File: src/rtl/mc_ctrl_pkg.sv
// -----------------------------------------------------------------------------
// mc_ctrl_pkg
// Shared definitions for the multi-cycle MIPS-subset controller:
//   - FSM state encoding (IF, ID, EXE, MEM, WB)
//   - opcode / funct constants of the supported instructions
//   - select encodings for RegDst, MemtoReg, ExtOp, ALUOp and NPCOp
//   - one-hot instruction-class bit positions plus small class helpers
// Optional feature macro used by mc_ctrl: MC_CTRL_MEM_WAIT_EN.
// -----------------------------------------------------------------------------
package mc_ctrl_pkg;

    // FSM states
    typedef enum logic [2:0] {
        S_IF  = 3'd0,
        S_ID  = 3'd1,
        S_EXE = 3'd2,
        S_MEM = 3'd3,
        S_WB  = 3'd4
    } state_e;

    // Opcodes (instr[31:26])
    localparam logic [5:0] OP_RTYPE = 6'b000000;
    localparam logic [5:0] OP_J     = 6'b000010;
    localparam logic [5:0] OP_JAL   = 6'b000011;
    localparam logic [5:0] OP_BEQ   = 6'b000100;
    localparam logic [5:0] OP_ORI   = 6'b001101;
    localparam logic [5:0] OP_LUI   = 6'b001111;
    localparam logic [5:0] OP_LW    = 6'b100011;
    localparam logic [5:0] OP_SW    = 6'b101011;

    // Funct codes for R-type (instr[5:0])
    localparam logic [5:0] FN_JR    = 6'b001000;
    localparam logic [5:0] FN_ADDU  = 6'b100001;
    localparam logic [5:0] FN_SUBU  = 6'b100011;

    // RegDst: write-address select
    localparam logic [1:0] RD_RT    = 2'b00;
    localparam logic [1:0] RD_RD    = 2'b01;
    localparam logic [1:0] RD_RA    = 2'b10;

    // MemtoReg: write-data select
    localparam logic [1:0] WD_ALU   = 2'b00;
    localparam logic [1:0] WD_MEM   = 2'b01;
    localparam logic [1:0] WD_PC4   = 2'b10;

    // ExtOp: immediate extension
    localparam logic [1:0] EXT_ZERO = 2'b00;
    localparam logic [1:0] EXT_SIGN = 2'b01;
    localparam logic [1:0] EXT_LUI  = 2'b10;

    // ALUOp
    localparam logic [1:0] ALU_ADD  = 2'b00;
    localparam logic [1:0] ALU_SUB  = 2'b01;
    localparam logic [1:0] ALU_OR   = 2'b10;

    // NPCOp: next-PC source
    localparam logic [1:0] NPC_PC4  = 2'b00;
    localparam logic [1:0] NPC_BR   = 2'b01;
    localparam logic [1:0] NPC_JMP  = 2'b10;
    localparam logic [1:0] NPC_RS   = 2'b11;

    // One-hot instruction-class bit positions
    localparam int CLS_ADDU  = 0;
    localparam int CLS_SUBU  = 1;
    localparam int CLS_ORI   = 2;
    localparam int CLS_LUI   = 3;
    localparam int CLS_LW    = 4;
    localparam int CLS_SW    = 5;
    localparam int CLS_BEQ   = 6;
    localparam int CLS_J     = 7;
    localparam int CLS_JAL   = 8;
    localparam int CLS_JR    = 9;
    localparam int CLS_ILL   = 10;
    localparam int CLS_W     = 11;

    typedef logic [CLS_W-1:0] cls_t;

    // Instructions that finish in ID (jumps and anything undecodable)
    function automatic logic cls_ends_in_id(input cls_t cls);
        return cls[CLS_J] | cls[CLS_JAL] | cls[CLS_JR] | cls[CLS_ILL];
    endfunction

    // Instructions whose EXE result goes straight to WB
    function automatic logic cls_alu_to_wb(input cls_t cls);
        return cls[CLS_ADDU] | cls[CLS_SUBU] | cls[CLS_ORI] | cls[CLS_LUI];
    endfunction

endpackage

File: src/rtl/mc_decode.sv
// -----------------------------------------------------------------------------
// mc_decode
// Purely combinational instruction classifier: maps op/funct to a one-hot
// instruction class. Exactly one bit of cls is set for every input; any
// opcode or R-type funct outside the supported subset yields CLS_ILL.
// Ports:
//   op    [5:0]      in   instr[31:26]
//   funct [5:0]      in   instr[5:0]
//   cls   [CLS_W-1:0] out one-hot instruction class
// -----------------------------------------------------------------------------
module mc_decode
    import mc_ctrl_pkg::*;
(
    input  logic [5:0] op,
    input  logic [5:0] funct,
    output cls_t       cls
);

    // Classify the instruction from opcode, then funct for R-type
    always_comb begin
        cls = {CLS_W{1'b0}};
        case (op)
            OP_RTYPE: begin
                case (funct)
                    FN_ADDU: cls[CLS_ADDU] = 1'b1;
                    FN_SUBU: cls[CLS_SUBU] = 1'b1;
                    FN_JR:   cls[CLS_JR]   = 1'b1;
                    default: cls[CLS_ILL]  = 1'b1;
                endcase
            end
            OP_ORI:  cls[CLS_ORI] = 1'b1;
            OP_LUI:  cls[CLS_LUI] = 1'b1;
            OP_LW:   cls[CLS_LW]  = 1'b1;
            OP_SW:   cls[CLS_SW]  = 1'b1;
            OP_BEQ:  cls[CLS_BEQ] = 1'b1;
            OP_J:    cls[CLS_J]   = 1'b1;
            OP_JAL:  cls[CLS_JAL] = 1'b1;
            default: cls[CLS_ILL] = 1'b1;
        endcase
    end

endmodule

File: src/rtl/mc_ctrl.sv
// -----------------------------------------------------------------------------
// mc_ctrl
// Multi-cycle controller for a MIPS subset (addu, subu, ori, lui, lw, sw,
// beq, j, jal, jr). Five-state FSM IF/ID/EXE/MEM/WB; outputs are decoded
// combinationally from the current state and the instruction class.
// Optional feature: define MC_CTRL_MEM_WAIT_EN to stall in MEM until
// mem_ready=1; otherwise mem_ready is ignored and MEM lasts one cycle.
// Ports:
//   clk, reset (sync, active-high)     in
//   op[5:0], funct[5:0], zero           in   instruction fields, ALU equal flag
//   mem_ready                           in   data-memory ready (wait build only)
//   PCWr, IRWr, RegWr, MemWr            out  write enables
//   RegDst, ALUSrc, MemtoReg, ExtOp,
//   ALUOp, NPCOp                        out  datapath selects
//   state[2:0]                          out  current FSM state (debug)
//   instr_done                          out  pulse in an instruction's last state
// -----------------------------------------------------------------------------
module mc_ctrl
    import mc_ctrl_pkg::*;
(
    input  logic       clk,
    input  logic       reset,
    input  logic [5:0] op,
    input  logic [5:0] funct,
    input  logic       zero,
    input  logic       mem_ready,
    output logic       PCWr,
    output logic       IRWr,
    output logic       RegWr,
    output logic       MemWr,
    output logic [1:0] RegDst,
    output logic       ALUSrc,
    output logic [1:0] MemtoReg,
    output logic [1:0] ExtOp,
    output logic [1:0] ALUOp,
    output logic [1:0] NPCOp,
    output logic [2:0] state,
    output logic       instr_done
);

    state_e state_q;
    state_e state_d;
    cls_t   cls_s;
    logic   mem_go_s;

    mc_decode u_decode (
        .op    (op),
        .funct (funct),
        .cls   (cls_s)
    );

`ifdef MC_CTRL_MEM_WAIT_EN
    // MEM completes only once the data memory reports ready
    assign mem_go_s = mem_ready;
`else
    // MEM always completes in one cycle; mem_ready has no effect
    logic mem_ready_unused_s;
    assign mem_go_s           = 1'b1;
    assign mem_ready_unused_s = mem_ready;
`endif

    assign state = state_q;

    // State register with synchronous reset back to fetch
    always_ff @(posedge clk) begin
        if (reset) begin
            state_q <= S_IF;
        end else begin
            state_q <= state_d;
        end
    end

    // Next-state logic
    always_comb begin
        state_d = S_IF;
        case (state_q)
            S_IF: state_d = S_ID;
            S_ID: begin
                if (cls_ends_in_id(cls_s)) begin
                    state_d = S_IF;
                end else begin
                    state_d = S_EXE;
                end
            end
            S_EXE: begin
                if (cls_s[CLS_LW] | cls_s[CLS_SW]) begin
                    state_d = S_MEM;
                end else if (cls_alu_to_wb(cls_s)) begin
                    state_d = S_WB;
                end else begin
                    // beq (and any unexpected class) finishes here
                    state_d = S_IF;
                end
            end
            S_MEM: begin
                if (!mem_go_s) begin
                    state_d = S_MEM;
                end else if (cls_s[CLS_LW]) begin
                    state_d = S_WB;
                end else begin
                    state_d = S_IF;
                end
            end
            S_WB:    state_d = S_IF;
            default: state_d = S_IF;
        endcase
    end

    // Output decode: Moore per state, qualified by instruction class.
    // Everything is forced low while reset is held.
    always_comb begin
        PCWr       = 1'b0;
        IRWr       = 1'b0;
        RegWr      = 1'b0;
        MemWr      = 1'b0;
        RegDst     = RD_RT;
        ALUSrc     = 1'b0;
        MemtoReg   = WD_ALU;
        ExtOp      = EXT_ZERO;
        ALUOp      = ALU_ADD;
        NPCOp      = NPC_PC4;
        instr_done = 1'b0;
        if (reset) begin
            PCWr = 1'b0;
        end else begin
            case (state_q)
                S_IF: begin
                    PCWr  = 1'b1;
                    IRWr  = 1'b1;
                    NPCOp = NPC_PC4;
                end
                S_ID: begin
                    if (cls_s[CLS_J]) begin
                        PCWr       = 1'b1;
                        NPCOp      = NPC_JMP;
                        instr_done = 1'b1;
                    end else if (cls_s[CLS_JR]) begin
                        PCWr       = 1'b1;
                        NPCOp      = NPC_RS;
                        instr_done = 1'b1;
                    end else if (cls_s[CLS_JAL]) begin
                        PCWr       = 1'b1;
                        NPCOp      = NPC_JMP;
                        RegWr      = 1'b1;
                        RegDst     = RD_RA;
                        MemtoReg   = WD_PC4;
                        instr_done = 1'b1;
                    end else if (cls_s[CLS_ILL]) begin
                        // Undecodable: retire silently without any write
                        instr_done = 1'b1;
                    end else begin
                        instr_done = 1'b0;
                    end
                end
                S_EXE: begin
                    if (cls_s[CLS_ADDU]) begin
                        ALUOp = ALU_ADD;
                    end else if (cls_s[CLS_SUBU]) begin
                        ALUOp = ALU_SUB;
                    end else if (cls_s[CLS_ORI]) begin
                        ALUSrc = 1'b1;
                        ExtOp  = EXT_ZERO;
                        ALUOp  = ALU_OR;
                    end else if (cls_s[CLS_LUI]) begin
                        ALUSrc = 1'b1;
                        ExtOp  = EXT_LUI;
                        ALUOp  = ALU_OR;
                    end else if (cls_s[CLS_LW] | cls_s[CLS_SW]) begin
                        ALUSrc = 1'b1;
                        ExtOp  = EXT_SIGN;
                        ALUOp  = ALU_ADD;
                    end else if (cls_s[CLS_BEQ]) begin
                        ALUOp      = ALU_SUB;
                        ExtOp      = EXT_SIGN;
                        PCWr       = zero;
                        NPCOp      = NPC_BR;
                        instr_done = 1'b1;
                    end else begin
                        ALUOp = ALU_ADD;
                    end
                end
                S_MEM: begin
                    if (cls_s[CLS_SW]) begin
                        // Store is held for the whole MEM stay; done on release
                        MemWr      = 1'b1;
                        instr_done = mem_go_s;
                    end else begin
                        MemWr = 1'b0;
                    end
                end
                S_WB: begin
                    instr_done = 1'b1;
                    if (cls_s[CLS_ADDU] | cls_s[CLS_SUBU]) begin
                        RegWr  = 1'b1;
                        RegDst = RD_RD;
                    end else if (cls_s[CLS_ORI] | cls_s[CLS_LUI]) begin
                        RegWr  = 1'b1;
                        RegDst = RD_RT;
                    end else if (cls_s[CLS_LW]) begin
                        RegWr    = 1'b1;
                        RegDst   = RD_RT;
                        MemtoReg = WD_MEM;
                    end else begin
                        RegWr = 1'b0;
                    end
                end
                default: begin
                    PCWr = 1'b0;
                end
            endcase
        end
    end

endmodule

File: config.mk
export PLATFORM = sky130hd
export DESIGN_NAME = mc_ctrl
export DESIGN_NICKNAME = d
export VERILOG_FILES = /design/src/rtl/mc_ctrl_pkg.sv /design/src/rtl/mc_decode.sv /design/src/rtl/mc_ctrl.sv
export SDC_FILE = /design/constraint.sdc
export NUM_CORES = 1
export LEC_CHECK = 0
export CAP_MARGIN = 10
export CORE_MARGIN = 3
export CORE_UTILIZATION = 38
export DETAILED_ROUTE_END_ITERATION = 10
export PLACE_DENSITY = 0.93
export REMOVE_ABC_BUFFERS = 1
export SLEW_MARGIN = 20
export SYNTH_ARGS = -nofsm -noshare
export SYNTH_HDL_FRONTEND = slang
export SYNTH_SLANG_ARGS = --single-unit
File: constraint.sdc
create_clock -name clk -period 3.5 [get_ports clk]
set_input_delay 0.7 -clock clk [delete_from_list [all_inputs] [get_ports clk]]
set_output_delay 0.7 -clock clk [all_outputs]
set_load 0.02 [all_outputs]
; Yosys cells after proc, flatten, opt, wreduce, memory -nomap -nowiden
; Index checks and enable logic that the tools add are counted.
[totals]
register_bits = 3
input_bits = 16
out_inout_bits = 19
[classes]
eq_ne = 14
mux = 95
bitwise = 8
reduce_logical = 4
[op_table]
columns = operator, count
row1 = $mux 1, 62
row2 = $mux 2, 22
row3 = $eq 6x6->1 const B, 4
row4 = $eq 6x4->1 const B, 3
row5 = $eq 6x2->1 const B, 2
row6 = $pmux 2 s2, 3
row7 = $pmux 3 s4, 1
row8 = $mux 3, 3
row9 = $or 1x1->1, 8
row10 = $reduce_or 7->1, 1
row11 = $eq 3x2->1 const B, 2
row12 = $eq 6x3->1 const B, 1
row13 = $logic_not 6->1, 1
row14 = $pmux 1 s2, 2
row15 = $pmux 1 s4, 1
row16 = $eq 3x1->1 const B, 1
row17 = $eq 3x3->1 const B, 1
row18 = $logic_not 3->1, 1
row19 = $pmux 1 s3, 1
row20 = $reduce_or 3->1, 1

; Logic depth before layout (Yosys ltp)
; Gate-level depths: netlist of the first run.
[depth]
ltp_word = 10
depth_mapped = 6

; Modules after synthesis
; From an unflattened synthesis of the first run, not the netlist that was laid out.
[unflattened]
hier_cells = 85
area_unflattened_um2 = 629.4
[by_module_without_submodules]
columns = module, instances, cells_per_inst, area_each_um2, seq_area_each_um2
row1 = mc_ctrl, 1, 56, 439.2, 60.1
row2 = mc_decode, 1, 29, 190.2, 0.0

; Worst setup path after synthesis of the first run
; No wires, ideal clock.
[synth_timing]
kind = input port to output port
from = in op[3]
to = out RegWr
arrival_ns = 1.990
slack_ns = 0.810
cell_stages = 5
n_path_buf = 1
path_cell_list = buf_6 > and4bb_2 > inv_1 > nor3_1 > o21bai_1
[synth_via]
elab_chain_cells = 7
word_cells_on_any_way = 23
cone_classes = 5 x eq/ne / 15 x mux / 2 x bitwise / 1 x reduce/logical
[synth_lines]
columns = element, line
row1 = from (decl), mc_ctrl.sv:23  ; input logic [5:0] op,
row2 = "$eq 6x6->1, or another cell as far along", mc_decode.sv:22  ; case (op)
row3 = $mux 1, mc_decode.sv:22
row4 = "$mux 1, or another cell as far along", mc_ctrl.sv:199  ; end else if (cls_s[CLS_LW]) begin
row5 = "$mux 1, on equally long branches", "mc_ctrl.sv:196, mc_ctrl.sv:137"
row6 = "$mux 1, on equally long branches", "mc_ctrl.sv:193, mc_ctrl.sv:133"
row7 = $pmux 1 s2 *, mc_ctrl.sv:126  ; case (state_q)
row8 = $mux 1 *, mc_ctrl.sv:123  ; if (reset) begin
row9 = to (decl), mc_ctrl.sv:29  ; output logic RegWr,
; Mark *: on every way between the ends. The rest lies on a longest branch, timed or not.

; Worst setup path in the final report of the first run
[layout_timing]
from = in op[5]
to = out RegDst[1]
[layout_via]
elab_chain_cells = 7
word_cells_on_any_way = 11
cone_classes = 2 x eq/ne / 8 x mux / 1 x reduce/logical
[layout_lines]
columns = element, line
row1 = $eq 6x2->1, mc_decode.sv:22
row2 = $mux 1, mc_decode.sv:22
row3 = $mux 2, mc_ctrl.sv:141  ; end else if (cls_s[CLS_JAL]) begin
row4 = $mux 2, mc_ctrl.sv:137  ; end else if (cls_s[CLS_JR]) begin
row5 = $mux 2 *, mc_ctrl.sv:133  ; if (cls_s[CLS_J]) begin
row6 = $pmux 2 s2 *, mc_ctrl.sv:126
row7 = $mux 2 *, mc_ctrl.sv:123
row8 = to (decl), mc_ctrl.sv:31  ; output logic [1:0] RegDst,
; Marked as above.

==> results of run 1 <==
-- where the power goes --
group | switching (uW) | internal (uW) | leakage (uW) | total (uW)
Combinational | 28.4 | 35.6 | 0.000391 | 64.0
Clock | 18.0 | 42.7 | 0.0000150 | 60.8
Sequential | 3.59 | 35.5 | 0.0000245 | 39.0
Total | 50.0 | 114 | 0.000431 | 164
-- through the flow --
stage	utilization [%]	power, uW	cells
detailed placement	77.5	103	128
finish	80.5	164	132
CTS	79.6	169	132
global placement	77.5	102	128
global route	80.5	174	132
floorplan	-	60.0	69
-- critical path: stages --
cell	delay [ns]
clkdlybuf4s50_1	0.48
nor2_1	0.22
and4bb_2	0.25
inv_1	0.06
nor3_1	0.20
buf_4	0.16
clkdlybuf4s50_1	0.60
-- logic make-up (layout without fill, tap and decap cells) --
logic type,after synthesis,after routing
buffers and inverters,9,53
AOI/OAI and AO/OA,17,17
DFF,3,3
and+or+nand+nor,45,45
-- synth_stat cells, drive strengths merged, types with 2 or more instances --
library cell / instances
nor2b: 2
inv: 4
nand3: 5
and3b: 2
o22ai: 2
dfxtp: 3
a21boi: 2
o21ai: 4
nand2: 5
nor2: 9
buf: 3
clkbuf: 2
nor4b: 2
nand4: 2
nor3: 7
a21oi: 4
and2: 2
-- layout make-up --
class	instances	area, sq um
inverter	4	15.0
tap	14	17.5
clock buffer	4	26.3
sequential	3	60.1
multi-input combinational	62	429
fill	81	238
timing repair buffer	45	430
-- timing repair --
item,4_1_cts,5_1_grt
gates resized for setup,0,4
hold buffers,0,0
endpoints found under the setup margin,0,4
-- layer usage --
layer	wire, um	up-vias	GRT usage, %
met3	163	2	2.07
met5	0	-	0
met4	10	0	10.8
met2	924	43	35.2
li1	-	358	-
met1	689	341	22.7
-- worst min-delay path by stage --
stage                     depth (start not counted)                   to                 from
final                                             1  state[1]$_SDFF_PP0_  state[2]$_SDFF_PP0_
after global placement                            1  state[1]$_SDFF_PP0_  state[2]$_SDFF_PP0_
after floorplan                                   1  state[1]$_SDFF_PP0_  state[2]$_SDFF_PP0_
after detailed placement                          1  state[1]$_SDFF_PP0_  state[2]$_SDFF_PP0_
after CTS                                         1  state[1]$_SDFF_PP0_  state[2]$_SDFF_PP0_
after global routing                              1  state[1]$_SDFF_PP0_  state[2]$_SDFF_PP0_
==> results.py, run 1 <==
metrics = {
    "cts": {
        "postCtsSetupBuffers": 0,
        "numCtsBuffers": 3,
        "cts-root-buf": "clkbuf_4",
        "cts_buffer_depth": 2,
        "tritoncts": "built",
        "htree_num_levels": 1,
        "clk_latency_ns": 0.23,
        "numClockSinks": 3,
        "clkTransAtPathRegs_ns": 0.04,
    },
    "yosys": {
        "yosys.area.top_type": "dfxtp_1",
        "synthMuxAreaShare_pct": 0,
        "yosysSeqAreaShare_pct": 11.2,
        "synth_top_area_share_pct": 11.2,
        "synth_compound_area_share_pct": 20.6,
        "ys_ff_latch": 3,
        "syn_inst": 74,
        "synth.distinct_cells": 39,
        "synth_edf_count": 0,
        "syn_area_sq_um": 536,
        "synthSimpleGateAreaFrac_pct": 59.6,
        "synth_xor_area_share_pct": 0,
        "synth_adder_area_share_pct": 0,
        "async_flop_share_pct": 0,
        "synth.avg_cell_area_sq_um": 7.24,
        "synth_area_leaders": "dfxtp_1 (11%), nor2_1 (6.3%), nor3_4 (6.1%)",
        "synthFlopType": "dfxtp_1",
        "ys_warn_count": 0,
        "synth_top_family_by_area": "simple AND/OR/NAND/NOR gates",
    },
    "routing": {
        "vias_per_cell": 5.64,
        "post_drt_wl_per_cell_um": 13.5,
        "ant_nets": 0,
        "drc": 0,
        "num_vias": 744,
        "wl_um": 1790,
        "drt-pass1-iter-count": 4,
        "drt_iter0_drc": 27,
    },
    "cells_and_area": {
        "largest_reg_flops": 3,
        "layout.nets": 135,
        "mostFrequentLayoutCells": "clkdlybuf4s50_1 (29), buf_4 (12), nor2_1 (9), nand2_1 (5)",
        "layout_commonest_cell": "clkdlybuf4s50_1",
        "drive_gt1_share_pct": 20.3,
        "design_area_sq_um": 978,
        "diodes": 0,
        "area_delta_synth_final_pct": 82.7,
    },
    "placed_design": {
        "place.detailed.hpwl_um": 1410,
        "place_congestion": 0.871,
        "placed_cell_area_sq_um": 942,
        "numPortBuffers": 33,
        "place_ws_ns": 0.00553,
    },
    "setup_path": {
        "r2r_setup_slack_ns": 2.37,
        "rr_endpoint": "state[0]$_SDFF_PP0_",
        "worstPathRequired_ns": 2.80,
        "crit_type": "in -> out",
        "worstSetupStartpoint": "op[5]",
        "arrival_ns": 2.69,
        "r2r-start": "state[0]$_SDFF_PP0_",
        "reg2reg_depth": 3,
        "cp-end-kind": "primary output",
        "crit_end": "RegDst[1]",
        "start_kind": "input port",
        "worst-path-max-fanout": 3,
    },
    "timing": {
        "worst_hold_slack_ns": 0.651,
        "tightest_slew_ns": 0.421,
        "layout_setup_ws_ns": 0.111,
        "period_minus_slack_ns": 3.39,
        "slew_violations": 0,
        "slew_headroom_pct": 71.9,
        "max_freq_mhz": 295,
        "grt_setup_unrepaired": "false",
        "final.setup_skew_ns": 0.00561,
        "finalHoldViolCount": 0,
        "timing.setup.tns_ns": 0,
        "finalCritPeriodShare_pct": 96.8,
        "finalSetupViolCount": 0,
    },
    "floorplan": {
        "die_area_sq_mm": 0.00190,
        "initial_core_util_pct": 44.0,
        "core_sq_mm": 0.00122,
        "die_y_um": 43.5,
        "die_x_um": 43.5,
        "fp-row-count": 12,
        "ios": 35,
    },
    "global_routing": {
        "grt_pass1_wl_um": 2850,
        "overflow": 0,
        "grt_usage_pct": 19.8,
        "grt_pass1_vias": 685,
        "antenna_found_initial": 0,
        "grt_max_degree": 15,
    },
    "pwr": {
        "pwr_density_cell_mw_per_mm2": 167,
        "vdd_drop_max_mv": 0.214,
        "p_leak_uw": 0.000431,
    },
    "min_path": {
        "hp-class": "reg -> reg",
    },
    "status": {
        "status": "finished, final reports clean",
    },
    "flow_run": {
        "max_cap_viol_count": 0,
    },
}
Power figures use the tool's default switching activity.
==> inputs of run 2 (changes only) <==
- CORE_UTILIZATION: 38 -> 32
- PLACE_DENSITY: 0.93 -> 0.84
- clock period: 3.5 -> 3 ns (I/O delays scaled with it)
==> run 2 against run 1 <==
Net effect:
- cell area rose by 6.5%
- register-to-register slack lost 0.65 ns
- utilization shrank 13 points
- cell count is 11% higher
- first-iteration DRC count down 15%
- power up 25%
- sequential power grew 17%
- clock skew is essentially flat
- critical path type unchanged
- largest power group unchanged
==> results.py, run 2 (synthesis results as in run 1) <==
metrics = {
    "status": {
        "status": "finished, final reports clean",
    },
    "min_path": {
        "hold_path.startpoint": "state[2]$_SDFF_PP0_",
        "min_to": "state[1]$_SDFF_PP0_",
        "hp-class": "reg -> reg",
        "holdPathStages": 1,
    },
    "flow_run": {
        "max_cap_viol_count": 0,
    },
    "cells_and_area": {
        "area_delta_synth_final_pct": 94.6,
        "diodes": 0,
        "design_area_sq_mm": 0.00104,
        "layout.nets": 147,
        "mostFrequentLayoutCells": "buf_4 (24), clkdlybuf4s50_1 (17), nor2_1 (8), dlygate4sd2_1 (7), clkbuf_2 (6)",
        "largest_reg_flops": 3,
        "drive_gt1_share_pct": 35.4,
        "layout_commonest_cell": "buf_4",
    },
    "cts": {
        "clk_latency_ns": 0.25,
        "cts_buffer_depth": 2,
        "cts-hold-fix-buffers": 0,
        "clkTransAtPathRegs_ns": 0.04,
        "tritoncts": "built",
        "numCtsBuffers": 3,
        "htree_num_levels": 1,
        "numClockSinks": 3,
        "cts-root-buf": "clkbuf_4",
    },
    "routing": {
        "ant_nets": 0,
        "num_vias": 769,
        "post_drt_wl_per_cell_um": 14.1,
        "drt_iter0_drc": 23,
        "vias_per_cell": 5.27,
        "drc": 0,
        "wl_um": 2050,
        "drt-pass1-iter-count": 4,
    },
    "placed_design": {
        "placed_cell_area_sq_mm": 0.00102,
        "place_congestion": 0.852,
        "numPortBuffers": 33,
        "place_ws_ns": -0.255,
        "place.detailed.hpwl_um": 1550,
    },
    "timing": {
        "final.setup_skew_ns": 0.00572,
        "timing.setup.tns_ns": 0,
        "max_freq_mhz": 343,
        "layout_setup_ws_ns": 0.0817,
        "slew_headroom_pct": 71.0,
        "tightest_slew_ns": 0.435,
        "finalHoldViolCount": 0,
        "finalCritPeriodShare_pct": 97.3,
        "finalSetupViolCount": 0,
        "period_minus_slack_ns": 2.92,
        "grt_setup_unrepaired": "true",
        "slew_violations": 0,
    },
    "global_routing": {
        "grt_usage_pct": 18.9,
        "grt_max_degree": 15,
        "grt_pass1_wl_um": 2930,
        "antenna_found_initial": 0,
        "met3_usage_pct": 6.51,
        "gr-usage-met2_pct": 32.5,
        "overflow": 0,
        "use_met1_pct": 21.5,
        "grt_pass1_vias": 688,
        "grt.busiest_layer": "met2",
    },
    "setup_path": {
        "reg2reg_depth": 3,
        "r2r-start": "state[0]$_SDFF_PP0_",
        "crit_top_cell": "buf_4",
        "cp_top_family": "buffers and inverters",
        "worst-path-max-fanout": 5,
        "arrival_ns": 2.32,
        "rr_endpoint": "state[0]$_SDFF_PP0_",
        "critPathBufInv": 5,
        "cp-end-kind": "primary output",
        "crit_type": "in -> out",
        "worstPathCellList": "clkdlybuf4s50_1 -> buf_4 -> nor2_1 -> nand3_1 -> buf_4 -> buf_4 -> a21oi_1 -> dlygate4sd2_1",
        "slowest_stage": "clkdlybuf4s50_1",
        "start_kind": "input port",
        "critPathMaxStageDelay_ns": 0.47,
        "cp.depth": 8,
        "r2r_setup_slack_ns": 1.72,
        "worstPathRequired_ns": 2.40,
    },
    "floorplan": {
        "die_area_sq_mm": 0.00220,
        "fp-row-count": 14,
        "die_y_um": 46.9,
        "core_sq_mm": 0.00154,
        "initial_core_util_pct": 34.7,
        "ios": 35,
        "die_x_um": 46.9,
    },
    "pwr": {
        "p_leak_uw": 0.000480,
        "finalPower_uw": 205,
        "vdd_drop_max_mv": 0.210,
        "pwr_density_cell_mw_per_mm2": 196,
    },
}
==> run 2: cell count changes in the layout (fill, tap and decap cells not counted), moves of 3 or more <==
cell and change:
dlymetal6s2s_1 -3, clkbuf_2 +6, clkdlybuf4s50_1 -12, dlygate4sd2_1 +7
buf_4 +12
==> run 2: where the power goes <==
part	switching, uW	leakage (uW)	internal [uW]	total, uW
Sequential	4.18	0.0000245	41.4	45.5
Combinational	36.8	0.000441	46.2	83.0
Clock	26.0	0.0000150	50.2	76.1
==> run 2: area by class of cell <==
type	count	area [sq um]
clock buffer	4	26.3
multi-input combinational	62	452
sequential	3	60.1
fill	126	499
timing repair buffer	57	469
tap	16	20.0
inverter	4	15.0
==> run 2: how the worst max path moves through the flow <==
stage             start       end  slack, ns
2_1_floorplan     op[5]     RegWr       0.16
3_3_place_gp      op[5]     RegWr      -0.23
3_5_place_dp      op[5]     RegWr      -0.26
4_1_cts           op[5]     RegWr      0.006
5_1_grt        funct[4]  ALUOp[0]      -0.02
6_report          op[5]  ExtOp[0]       0.08
==> run 2: layer usage <==
| metal | part of all wire [%] | up-vias |
|---|---|---|
| met2 | 51 | 34 |
| met1 | 39 | 348 |
| met3 | 8.5 | 4 |
| met4 | 1.9 | 0 |
| met5 | 0 | - |
| li1 | - | 383 |
==> run 2: repair_timing <==
item / CTS / global route
resized for setup: 18 / 18
endpoints found under the setup margin: 15 / 9
cloned: 0 / 0
buffers inserted: 1 / 1
pin swaps: 1 / 3
==> run 2: metrics by stage <==
| step | std cells | hold slack [ns] | util [%] |
|---|---|---|---|
| after global routing | 146 | 0.626 | 67.6 |
| after detailed placement | 140 | 0.605 | 66.2 |
| after floorplan | 69 | 0.640 | - |
| after CTS | 145 | 0.605 | 68.2 |
| after global placement | 140 | 0.583 | 66.2 |
| final | 146 | 0.609 | 67.6 |
